`src/rtl/sram_arbiter.sv`:
```
// sram_arbiter: arbitrates an inst and a data requester onto one SRAM port with one-cycle read latency.
// Define SRAM_ARB_ROUND_ROBIN_EN to alternate contended grants instead of fixed data-over-inst priority.
module sram_arbiter #(
    parameter int ADDR_W = 32
) (
    input  logic              clk,
    input  logic              rst,
    input  logic              i_req,
    input  logic [3:0]        i_wen,
    input  logic [ADDR_W-1:0] i_addr,
    input  logic [31:0]       i_wdata,
    output logic              i_addr_ok,
    output logic              i_data_ok,
    output logic [31:0]       i_rdata,
    input  logic              d_req,
    input  logic [3:0]        d_wen,
    input  logic [ADDR_W-1:0] d_addr,
    input  logic [31:0]       d_wdata,
    output logic              d_addr_ok,
    output logic              d_data_ok,
    output logic [31:0]       d_rdata,
    output logic              ram_en,
    output logic [3:0]        ram_wen,
    output logic [ADDR_W-1:0] ram_addr,
    output logic [31:0]       ram_wdata,
    input  logic [31:0]       ram_rdata
);
    typedef enum logic [1:0] {OWN_NONE, OWN_INST, OWN_DATA} owner_t;

    owner_t owner_q, owner_d;
    logic   grant_i, grant_d;

`ifdef SRAM_ARB_ROUND_ROBIN_EN
    logic prefer_inst_q, prefer_inst_d;

    // The pointer only moves on contention, so uncontested traffic never disturbs the fairness order.
    always_comb begin
        grant_i       = ~rst & i_req & (~d_req | prefer_inst_q);
        grant_d       = ~rst & d_req & (~i_req | ~prefer_inst_q);
        prefer_inst_d = (~rst & i_req & d_req) ? ~prefer_inst_q : prefer_inst_q;
    end

    always_ff @(posedge clk or posedge rst) begin
        if (rst) prefer_inst_q <= 1'b1;
        else     prefer_inst_q <= prefer_inst_d;
    end
`else
    always_comb begin
        grant_d = ~rst & d_req;
        grant_i = ~rst & i_req & ~d_req;
    end
`endif

    always_comb begin
        i_addr_ok = grant_i;
        d_addr_ok = grant_d;
        ram_en    = grant_i | grant_d;
        ram_wen   = grant_d ? d_wen : grant_i ? i_wen : 4'b0000;
        ram_addr  = grant_i ? i_addr : d_addr;
        ram_wdata = grant_i ? i_wdata : d_wdata;
        owner_d   = grant_d ? OWN_DATA : grant_i ? OWN_INST : OWN_NONE;
        i_data_ok = owner_q == OWN_INST;
        d_data_ok = owner_q == OWN_DATA;
        i_rdata   = i_data_ok ? ram_rdata : 32'h0;
        d_rdata   = d_data_ok ? ram_rdata : 32'h0;
    end

    // Asynchronous clear kills a response still in flight when reset arrives.
    always_ff @(posedge clk or posedge rst) begin
        if (rst) owner_q <= OWN_NONE;
        else     owner_q <= owner_d;
    end
endmodule

```
`config.mk`:
```
export PLATFORM = sky130hd
export DESIGN_NAME = sram_arbiter
export DESIGN_NICKNAME = d
export VERILOG_FILES = /design/src/rtl/sram_arbiter.sv
export SDC_FILE = /design/constraint.sdc
export NUM_CORES = 1
export LEC_CHECK = 0
export ABC_AREA = 1
export CAP_MARGIN = 20
export CORE_AREA = 3 3 119 121
export DETAILED_ROUTE_END_ITERATION = 10
export DIE_AREA = 0 0 122 124
export HOLD_SLACK_MARGIN = 0.03
export SYNTH_ARGS = -nofsm -noshare
export SYNTH_HDL_FRONTEND = slang
export SYNTH_SLANG_ARGS = --single-unit
export TNS_END_PERCENT = 30
```
`constraint.sdc`:
```
create_clock -name clk -period 1 [get_ports clk]
set_input_delay 0.15 -clock clk [delete_from_list [all_inputs] [get_ports clk]]
set_output_delay 0.15 -clock clk [all_outputs]
set_load 0.05 [all_outputs]
```
==> results.yml <==
outcome:
  status: "finished, violations left"
  violations: "setup timing"
global_route:
  track_usage: 0.187
  antenna_found_initial: 0
  grt_max_degree: 35
  grt_pass1_wl_um: 22100
  gr-total-overflow: 0
  grt_pass1_vias: 3988
drt:
  viasPerCell: 4.52
  firstDrtPassIters: 4
  wl_per_cell_um: 17.9
  drt_iter0_drc: 122
  drc_errors: 0
  vias: 3875
  drt-total-wl_um: 15400
  ant_nets: 0
clocking:
  cts_tree: "yes"
  cts.sinks: 2
  ctsHoldBuffers: 0
  htreeDepth: 1
  clkSlewWorstSetupHoldPaths_ns: 0.03
  cts_root_buf: "clkbuf_16"
  numCtsBuffers: 3
  cts.path.max_buffers: 2
finish:
  nets: 856
  nFillCells: 1172
  most-common-layout-cells: "clkdlybuf4s50_1 (162), buf_6 (85), nand2_2 (81)"
  num_antenna_cells: 0
  final_common_cell: "clkdlybuf4s50_1"
  area_growth_pct: 364
  regMostFlops: "owner_q"
  drive_above_1_share: 0.556
  regArea_sq_um: 50.0
  largest_reg_flops: 2
  multi_input_area_sq_um: 2080
  top_regs: "owner_q: 2 flops"
logic_synthesis:
  synth_cell_type_count: 13
  yosysWarnings: 0
  syn_area_per_cell_sq_um: 4.50
  synth_area_sq_um: 1570
  ys_seq_elements: 2
  synthCells: 349
  yosysSeqAreaShare: 0.0318
  syn_nets: 521
setup_path:
  cp_slowest_cell: "dfrtp_1"
  cp_cell_sequence: "nor2_4 -> inv_6 -> buf_4 -> nor2_4 -> buf_6"
  crit_fanout: 8
  setup.worst_path.end_class: "primary output"
  arrival_ns: 1.30
  crit_type: "flip-flop to primary output"
  start_kind: "flip-flop"
  cpPeakStageDelay_ns: 0.42
  cp.required_ns: 0.85
  cpMostUsedCell: "nor2_4"
timing:
  hold_viol_final: 0
  fmax_mhz: 689
  period_share: 1.45
  finalSetupViolCount: 137
  worst_pin_slew_ns: 0.230
  setup_tns_ns: -41.97
  slew_violations: 0
  slew_headroom: 0.846
  fin_crit_ns: 1.45
  hold_slack_ns: 0.238
  rsz0062_at_grt: "true"
  worst_slack_ns: -0.451
place:
  gp_congestion: 0.787
  dp_hpwl_um: 11100
  io_buffers: 308
power_and_ir_drop:
  swShare: 0.473
  clkPwrFrac: 0.126
  vdd_drop_max_uv: 352
  power.density_nw_per_um2: 649
  p_seq_frac: 0.019
  p_sw_mw: 2.24
  leakagePower_nw: 3.21
  share_comb_of_total_power: 0.855
  p_int_mw: 2.50
worst_hold_path:
  hold_path_class: "primary input to async pin"
floorplanning:
  core-area_sq_um: 13200
  die_w_um: 122
  ios: 309
  num_rows: 42
  dieArea_sq_um: 15100
  die_h_um: 124
  initial_utilization: 0.119
run:
  maxCapViolCount: 0
[stage by stage]
stage                util  total power, mW  instance area (sq um)  cells  setup slack (ns)
floorplan               -             1.81                   2110    349            -0.421
finish              0.553             4.74                   7300    858            -0.451
CTS                 0.542             4.70                   7150    856            -0.453
detailed placement  0.433             3.41                   5720    826            -0.722
global placement    0.433             3.39                   5720    826            -0.706
global route        0.553             4.93                   7300    858            -0.500
[cells in the mapped netlist]
cell | number | area share
buf_1 | 3 | 0.0072
buf_2 | 12 | 0.038
buf_4 | 5 | 0.024
buf_6 | 1 | 0.0072
clkbuf_1 | 14 | 0.033
dfrtp_1 | 2 | 0.032
inv_1 | 37 | 0.088
inv_2 | 2 | 0.0048
nand2_1 | 137 | 0.33
nand3_2 | 1 | 0.0064
nand4_1 | 68 | 0.27
nor2_1 | 66 | 0.16
o21ai_1 | 1 | 0.0032
[repair_timing]
item	4_1_cts	5_1_grt
setup endpoints to repair	139	137
buffers inserted	12	1
gates cloned	15	1
pin swaps	19	6
resized for setup	266	36
[kinds of logic after synthesis]
family | Yosys count | share of synthesized area
AND/OR/NAND/NOR | 272 | 0.762
buffers and inverters | 74 | 0.203
flip-flops | 2 | 0.0318
AO/OA/AOI/OAI | 1 | 0.00318
[per-layer routing]
metal | global-route usage | share of wire
met3 | 0.0481 | 0.095
met5 | 0 | 0
met4 | 0.0434 | 0.019
met2 | 0.361 | 0.55
met1 | 0.203 | 0.34
[layout make-up]
class / count / share of cell area
Timing Repair Buffer: 365 / 0.645
Sequential cell: 2 / 0.00686
Tap cell: 176 / 0.0302
Clock buffer: 3 / 0.0103
Multi-Input combinational cell: 273 / 0.285
Inverter: 39 / 0.0235
[critical path: cells and delay by family, from the launching register on]
kind,cells,cell delay (ns)
buffers and inverters,3,0.41
flip-flops,1,0.42
AND/OR/NAND/NOR,2,0.25
[power groups by stage]
stage | Sequential (mW) | Combinational (mW) | Clock [mW]
2_1_floorplan | 0.0882 | 1.72 | 0
3_3_place_gp | 0.0888 | 3.30 | 0
3_5_place_dp | 0.0889 | 3.32 | 0
4_1_cts | 0.0891 | 4.00 | 0.606
5_1_grt | 0.0893 | 4.22 | 0.616
6_report | 0.0890 | 4.05 | 0.599
[final timing paths]
| kind | start | endpoint | slack (ns) | depth (start not counted) |
|---|---|---|---|---|
| max | owner_q[1]$_DFF_PP0_ | i_rdata[21] | -0.45 | 5 |
| min | rst | owner_q[1]$_DFF_PP0_ | 0.24 | 6 |
| max in group asynchronous | rst | owner_q[0]$_DFF_PP0_ | 0.67 | 6 |
| min in group clk | rst | owner_q[1]$_DFF_PP0_ | 0.38 | 4 |
(Power assumes the default switching activity.)
